--- config.mk ---
export PLATFORM = sky130hd
export DESIGN_NAME = lp_filter_settle
export DESIGN_NICKNAME = d
export VERILOG_FILES = /design/src/rtl/lp_filter_settle.sv
export SDC_FILE = /design/constraint.sdc
export NUM_CORES = 1
export LEC_CHECK = 0
export BUFFER_PORTS_ARGS = -buffer_cell sky130_fd_sc_hd__buf_4
export CAP_MARGIN = 20
export CORE_MARGIN = 4
export CORE_UTILIZATION = 60
export CTS_BUF_LIST = sky130_fd_sc_hd__clkbuf_8
export DETAILED_ROUTE_END_ITERATION = 16
export PLACE_DENSITY = 0.89
export SKIP_LAST_GASP = 1
export SLEW_MARGIN = 20
export SYNTH_ARGS = -nofsm -noshare
export SYNTH_HDL_FRONTEND = slang
export SYNTH_SLANG_ARGS = --single-unit
--- constraint.sdc ---
create_clock -name clk -period 22.1 [get_ports clk]
set_input_delay 6.63 -clock clk [delete_from_list [all_inputs] [get_ports clk]]
set_output_delay 6.63 -clock clk [all_outputs]
set_load 0.02 [all_outputs]
--- src/rtl/lp_filter_settle.sv ---
// ---------------------------------------------------------------------------
// lp_filter_settle
//
// First-order low-pass filter, time constant 8 ns * 2^tau per accepted
// sample. Shares the tau encoding with the high-pass filter so the two can
// split one signal into complementary LP/HP bands.
//
// Adds a sample strobe, a registered output with a valid pulse, bumpless
// preload on start and on tau change, and a settle flag.
//
// Ports
//   clk          clock
//   rst          synchronous, active-high reset
//   tau_i        [3:0] = shift, [5:4] != 0 selects bypass
//   in_i         signed input sample (R bits)
//   in_valid_i   sample strobe, may be held high every cycle
//   out_o        signed filtered output, registered (R bits)
//   out_valid_o  one-cycle pulse, one cycle after each accepted sample
//   settled_o    high while locked or in bypass
// ---------------------------------------------------------------------------
module lp_filter_settle #(
    parameter int R = 14,   // sample width
    parameter int S = 58,   // accumulator width, S >= R + 16 + 2
    parameter int K = 2     // settle length = 2^K * 2^sh samples
) (
    input  logic                clk,
    input  logic                rst,
    input  logic [5:0]          tau_i,
    input  logic signed [R-1:0] in_i,
    input  logic                in_valid_i,
    output logic signed [R-1:0] out_o,
    output logic                out_valid_o,
    output logic                settled_o
);

    localparam int CW = K + 16;   // settle counter width

    typedef enum logic [1:0] {
        ST_IDLE   = 2'd0,
        ST_SETTLE = 2'd1,
        ST_LOCKED = 2'd2
    } state_t;

    // -----------------------------------------------------------------------
    // State
    // -----------------------------------------------------------------------
    state_t              state_q;
    logic [5:0]          tau_q;
    logic signed [S-1:0] sum_q;
    logic signed [R-1:0] out_q;
    logic                out_valid_q;
    logic                settled_q;
    logic [CW-1:0]       cnt_q;

    // -----------------------------------------------------------------------
    // Datapath helpers
    // -----------------------------------------------------------------------
    logic [3:0]          sh;
    logic                byp;
    logic                tau_chg;
    logic signed [S:0]   sum_ext;
    logic signed [S:0]   in_ext;
    logic signed [S:0]   sum_wide;
    logic signed [S-1:0] sum_sat_d;
    logic signed [R-1:0] out_rec_d;
    logic signed [S-1:0] pre_in_d;
    logic signed [S-1:0] pre_out_d;
    logic [CW-1:0]       cnt_inc_d;
    logic [CW-1:0]       cnt_thr;

    always_comb begin
        sh      = tau_i[3:0];
        byp     = |tau_i[5:4];
        // tau_q is cleared in reset, so this only means something out of reset
        tau_chg = (tau_i != tau_q);

        // Recursion carried one bit wider than the accumulator so overflow
        // shows up in the top two bits and can be clamped instead of wrapping.
        sum_ext  = {sum_q[S-1], sum_q};
        in_ext   = {{(S+1-R){in_i[R-1]}}, in_i};
        sum_wide = sum_ext + in_ext - (sum_ext >>> sh);

        case (sum_wide[S:S-1])
            2'b01:   sum_sat_d = {1'b0, {(S-1){1'b1}}};
            2'b10:   sum_sat_d = {1'b1, {(S-1){1'b0}}};
            default: sum_sat_d = sum_wide[S-1:0];
        endcase

        // Arithmetic shift floors toward -inf; no rounding correction.
        out_rec_d = R'(sum_sat_d >>> sh);

        // Preload values: accumulator scaled so that sum >>> sh reproduces
        // the seed exactly, which is what makes the start/retune bumpless.
        pre_in_d  = {{(S-R){in_i[R-1]}}, in_i} <<< sh;
        pre_out_d = {{(S-R){out_q[R-1]}}, out_q} <<< sh;

        cnt_inc_d = cnt_q + CW'(1);
        cnt_thr   = (CW'(1) << (K + int'(sh))) - CW'(1);
    end

    // -----------------------------------------------------------------------
    // Control FSM and registered outputs
    // -----------------------------------------------------------------------
    always_ff @(posedge clk) begin
        if (rst) begin
            state_q     <= ST_IDLE;
            tau_q       <= '0;
            sum_q       <= '0;
            out_q       <= '0;
            out_valid_q <= 1'b0;
            settled_q   <= 1'b0;
            cnt_q       <= '0;
        end else begin
            tau_q       <= tau_i;
            out_valid_q <= 1'b0;

            if (byp) begin
                // Straight pass-through; accumulator left alone. A bypassed
                // sample leaves IDLE so that leaving bypass later preloads
                // from the output it produced.
                settled_q <= 1'b1;
                if (in_valid_i) begin
                    out_q       <= in_i;
                    out_valid_q <= 1'b1;
                    if (state_q == ST_IDLE) begin
                        state_q <= ST_SETTLE;
                    end
                end
            end else begin
                settled_q <= (state_q == ST_LOCKED);
                case (state_q)
                    ST_IDLE: begin
                        // tau changes here only update tau_q
                        settled_q <= 1'b0;
                        if (in_valid_i) begin
                            sum_q       <= pre_in_d;
                            out_q       <= in_i;
                            out_valid_q <= 1'b1;
                            cnt_q       <= '0;
                            state_q     <= ST_SETTLE;
                        end
                    end

                    ST_SETTLE, ST_LOCKED: begin
                        if (tau_chg) begin
                            // Retune: reseed from the held output; a sample
                            // arriving this cycle is dropped.
                            sum_q     <= pre_out_d;
                            cnt_q     <= '0;
                            state_q   <= ST_SETTLE;
                            settled_q <= 1'b0;
                        end else if (in_valid_i) begin
                            sum_q       <= sum_sat_d;
                            out_q       <= out_rec_d;
                            out_valid_q <= 1'b1;
                            if (state_q == ST_SETTLE) begin
                                cnt_q <= cnt_inc_d;
                                if (cnt_inc_d == cnt_thr) begin
                                    state_q   <= ST_LOCKED;
                                    settled_q <= 1'b1;
                                end
                            end
                        end
                    end

                    default: begin
                        state_q   <= ST_IDLE;
                        settled_q <= 1'b0;
                    end
                endcase
            end
        end
    end

    assign out_o       = out_q;
    assign out_valid_o = out_valid_q;
    assign settled_o   = settled_q;

endmodule
# Word level (Yosys, flattened, before mapping)
# Index checks and enable logic that the tools add are counted.
dict set report op_classes {
  bitwise 1
  reduce_logical 9
  mux 34
  eq_ne 15
  shifts 5
  addsub 5
}
# operator n
set ops {}
lappend ops {{$pmux 58 s2} 2}
lappend ops {{$mux 58} 3}
lappend ops {{$sshl 58x4->58} 2}
lappend ops {{$mux 18} 4}
lappend ops {{$add 58x14->59} 1}
lappend ops {{$sshr 58x4->59} 1}
lappend ops {{$sub 59x59->59} 1}
lappend ops {{$sshr 58x4->14} 1}
lappend ops {{$mux 14} 4}
lappend ops {{$pmux 18 s2} 1}
lappend ops {{$pmux 14 s2} 1}
lappend ops {{$add 18x1->18 const B} 1}
lappend ops {{$eq 18x18->1} 1}
lappend ops {{$shl 1x5->18 const A} 1}
lappend ops {{$sub 18x2->18 const B} 1}
lappend ops {{$mux 2} 8}
lappend ops {{$ne 3x3->1 const B} 4}
lappend ops {{$mux 1} 9}
lappend ops {{$ne 4x4->1 const B} 2}
lappend ops {{$ne 6x6->1} 1}
lappend ops {{$reduce_and 6->1} 1}
lappend ops {{$add 2x4->5 const A} 1}
lappend ops {{$reduce_and 5->1} 1}
lappend ops {{$eq 2x1->1 const B} 2}
lappend ops {{other kinds (12)} 15}
dict set report word_totals {
  register_bits 100
  wordCells 76
}

# Depth between registers and ports, before layout
dict set report logic_depth {
  depth_word 10
  ltp_mapped 35
  depth_no_buf 29
}

# Worst setup path after synthesis
# Ideal clock, no wire load.
dict set report synth_timing {
  kind {input port to flip-flop}
  startpoint {in tau_i[1]}
  endpoint {reg out_q[13] (netlist: out_o[13])}
  t_arrival_ps 13769
  t_required_ps 22022
  stages 30
  n_path_buf 10
  setup_slack_ps 8254
  path_cell_list {buf_2 clkbuf_1 buf_1 clkbuf_1 buf_1 mux4_2 mux2i_1 a21oi_1 fa_1 inv_1 ha_1 clkbuf_1 and4_1 nand3_1 or2_1 a2111o_1 a211o_1 a211oi_1 nor3_1 xor2_1 ha_1 clkbuf_1 clkbuf_1 clkbuf_1 clkbuf_1 nand2_1 mux2_2 a2bb2oi_1 o2111ai_1 nor3_1}
}
dict set report synth_via {
  elab_chain_len 9
  elab_cells_between_ends 13
  cone_classes {add/sub (1); eq/ne (4); shift (2); mux (5); reduce/logical (1)}
}
# element line_no
set synth_rtl {}
lappend synth_rtl {{start: declaration} 28} ;# input logic [5:0] tau_i,
lappend synth_rtl {{$sshr 58x4->59} 81} ;# sum_wide = sum_ext + in_ext - (sum_ext >>> sh);
lappend synth_rtl {{$sub 59x59->59} 81}
lappend synth_rtl {{$eq 2x2->1 / $eq 2x1->1 (equally long branches)} 83} ;# case (sum_wide[S:S-1])
lappend synth_rtl {{$pmux 58 s2} 83}
lappend synth_rtl {{$sshr 58x4->14} 90} ;# out_rec_d = R'(sum_sat_d >>> sh);
lappend synth_rtl {{$mux 14} 152} ;# end else if (in_valid_i) begin
lappend synth_rtl {{$mux 14} 145} ;# if (tau_chg) begin
lappend synth_rtl {{$pmux 14 s2} 131} ;# case (state_q)
lappend synth_rtl {{$mux 14} 117} ;# if (byp) begin
lappend synth_rtl {{end signal: assignment} 123} ;# out_q <= in_i;
lappend synth_rtl {{end signal: assignment} 137} ;# out_q <= in_i;
lappend synth_rtl {{end signal: assignment} 154} ;# out_q <= out_rec_d;
lappend synth_rtl {{end: declaration} 50} ;# logic signed [R-1:0] out_q;
# Parallel ways exist; a longest one is shown, timed or not. The select of a mux whose other input is x is not followed.
# A chain may end at the register's enable or synchronous reset.

# Worst setup path in the final report
dict set report layout_timing {
  startpoint {in tau_i[0]}
  endpoint {reg out_q[1] (netlist: out_o[1])}
}
# The elaborated chain is that of the path after synthesis.

==> results.md <==
- Status: complete, no violations
- Largest net degree at the start of global routing: 87
- Final wirelength: 60,130 microns
- RSZ-0062 raised after global routing: false
- Met3 WL: 6518 microns
- Reg power frac: 0.132
- Hold WC Path Type: flip-flop to flip-flop
- Slowest CP cell: nor4_1
- Most used cell, CP: nand2_1
- Worst EP arrival: 16,310 ps
- Nets@finish: 2,235
- Number of DRC markers in iteration 0: 2,630
- Post-synthesis sequential area ratio: 0.1244
- Die area: 0.02950 sq mm
- Setup crit end kind: flip-flop
- Total Neg Setup Slack: 0 ps
- Core ar.: 0.02621 sq mm
- Switch share: 0.5906
- Clock transition at path regs: 110 ps
- Mean area per synthesized cell: 7.414 sq um
- Clock Latency Late Sink: 410 ps
- Port Buf Inserts: 38
- Post-synth EDFFs: 0
- Util after Layout: 0.6312
- PostCTS Resize Cnt: 0
- Top cell types by occurrence after synthesis: 239 x nand2_1, 189 x a21oi_1, 187 x nor2_1
- Flops & latches, synth: 100
- Max Slew Vio Count: 0
- Final worst path period need: 15,970 ps
- Internal power: 0.0006561 W
- RePlAce Congestion: 0.9848
- First-pass GRT wire length: 92,890 microns
- DR vias/cell: 7.239
- Post-Synthesis Cells: 2,170
- Top sig layer: met4
- Yosys warning count: 0
- CP startpoint kind: input port
- Crit-path max cell delay: 850 ps
- Critical path class: input port to flip-flop
- Fin area: 0.01654 sq mm
- Pwr Density: 96.88 mW/mm^2
- Synth-to-layout area growth: 2.815%
- Layout Skew: 22.91 ps
- Worst hold endpoint: cnt_q[1]$_SDFFE_PP0P_
- Final setup violation count: 0
- Met1 wire length: 22,380 microns
- Cell row count: 59
- GRT overflow: 0
- CTS tree: done
- Dpl hpwl: 44,470 microns
- CTS buffer count: 9
- Fill cells: 2,360
- Overall global routing resource usage: 0.3995
- Worst-margin pin slew: 1016 ps
- R2r endpoint: out_o[1]$_SDFFE_PP0P_
- Clock sinks: 100
- N_diodes: 0
- Drt wl/cell: 24.79 microns
- Reg2reg path depth: 27
- HP Start: cnt_q[1]$_SDFFE_PP0P_
- Max H-tree Level: 3
- Synth unique cells: 93
- IO Count: 39
- DRC: 0
- ANT nets after route: 0
- VDD IR max: 0.1004 mV
- Share of layout cells above drive strength 1: 0.09234
- Clock power share: 0.078
- Maximum achievable frequency: 62.61 MHz
- Required @ worst endpoint: 22,430 ps
- Synthesized Nets: 2,320
- Hold Path Stages: 2
- Leakage power: 6.725 nW
- Final hold vios: 0
- Clock root cell: clkbuf_8
- Drt pass-1 iters: 9
- R2R Path Start: sum_q[15]$_SDFFE_PP0P_
- Initial Util: 0.6139
- Postcts setup bufs: 0
- Die Y: 171.8 microns
- Post-synthesis async set-or-reset flop share: 0
- Synth Flop Type: dfxtp_1
- Yosys top cell area share: 0.1244
- NetSw: 0.0009466 W
- Max Root-Sink Buffers: 2
- Netlist Area Pre-Place: 0.01609 sq mm
- Final period util: 0.7227
- Met2 wire length: 26,710 microns
- Initial antenna violation count: 0
- Die X: 171.8 microns
- Most frequent cell after synthesis: nand2_1
- Top post-synthesis cells by area: dfxtp_1 12%, mux4_2 8.5%, fa_1 7.1%
- R2r setup slk: 13,280 ps
- Vias in the first global route: 16,349
- Cts hold-fix bufs: 0
- Combinational Power Share: 0.790
- Vias: 17,554
- Rel. slew slack: 0.3162
- Placed cell areas: 0.01635 sq mm
- Critical path fanouts, max: 86
- Area leader, netlist: dfxtp_1
- Count of max-cap constraint violations: 0
[how the worst max path moves through the flow]
stage	startpoint	end	slack [ps]	cells past startpoint
floorplan	tau_i[1]	out_o[13]$_SDFFE_PP0P_	8250	30
global placement	tau_i[0]	out_o[1]$_SDFFE_PP0P_	6300	29
detailed placement	tau_i[0]	out_o[4]$_SDFFE_PP0P_	6000	29
CTS	tau_i[0]	out_o[1]$_SDFFE_PP0P_	6420	29
global route	tau_i[0]	out_o[1]$_SDFFE_PP0P_	5590	29
finish	tau_i[0]	out_o[1]$_SDFFE_PP0P_	6130	29
[through the flow]
step	setup WS, ps	cells	hold slack [ps]	power (W)
floorplan	8254	2170	457.7	0.001074
global placement	6298	2408	476.3	0.001408
detailed placement	6003	2409	484.0	0.001423
CTS	6415	2425	499.9	0.001550
global route	5594	2425	535.5	0.001688
finish	6128	2425	509.7	0.001603
[critical path, delay by kind of cell]
| family | cells | cell delay, ps |
|---|---|---|
| buffers and inverters | 5 | 2470 |
| AND/OR/NAND/NOR | 9 | 2370 |
| AO/OA/AOI/OAI | 9 | 2210 |
| adder cells (fa/ha/maj) | 3 | 1260 |
| multiplexers | 2 | 970 |
| XOR/XNOR | 1 | 280 |
[cells by family after synthesis]
family	count (synthesis)	share of synthesized area
flops	100	0.1244
compound gates	696	0.2905
simple gates	703	0.2043
xor+xnor	66	0.03764
mux	140	0.1358
buf+inv	338	0.08197
fa+ha+maj	127	0.1254
[sequential cells by signal (all words and copies together) (netlist names)]
register and flops:
sum_q 58, tau_q 6, state_q 2, settled_o 1, cnt_q 18, out_valid_o 1, out_o 14
[power groups by stage]
stage / clock (W) / sequential [W] / combinational [W]
floorplan: 0 / 0.000210 / 0.000864
global placement: 0 / 0.000214 / 0.00119
detailed placement: 0 / 0.000214 / 0.00121
CTS: 0.000125 / 0.000210 / 0.00122
global route: 0.000132 / 0.000212 / 0.00134
finish: 0.000125 / 0.000211 / 0.00127
[area by class of cell]
type | instances | area (sq um) | area share
Inverter | 182 | 683.2 | 0.04130
Tap cell | 335 | 419.2 | 0.02534
Timing Repair Buffer | 60 | 474.2 | 0.02867
Clock inverter | 4 | 23.77 | 0.001437
Multi-Input combinational cell | 1732 | 12770 | 0.7723
Clock buffer | 12 | 165.2 | 0.009984
Sequential cell | 100 | 2002 | 0.1210
[cell usage in the layout (no fill, tap or decap), types with 12 or more instances in the layout]
cell type	instances
clkbuf_8	12
nand4_1	17
nand3_1	56
a211oi_1	65
nand2b_1	12
mux2_2	16
ha_1	70
dfxtp_1	100
fa_1	57
nor2_1	187
nor3_1	44
o21bai_1	13
o21ai_0	121
nand2_1	239
a21o_1	47
or3_1	14
buf_4	58
o221ai_1	12
and2_1	22
xor2_1	37
xnor2_1	27
a21oi_1	189
o211ai_1	24
and3_1	41
a31oi_1	49
a221oi_1	23
nor4_1	14
mux4_2	61
inv_1	180
mux2i_1	63
[per-layer routing]
layer  vias to the layer above  track usage
li1                       7786            -
met1                      8195       0.5216
met2                      1322       0.6266
met3                       251      0.06045
met4                         0       0.2406
met5                         -            0
No activity file was read; power rests on OpenSTA's default activity.
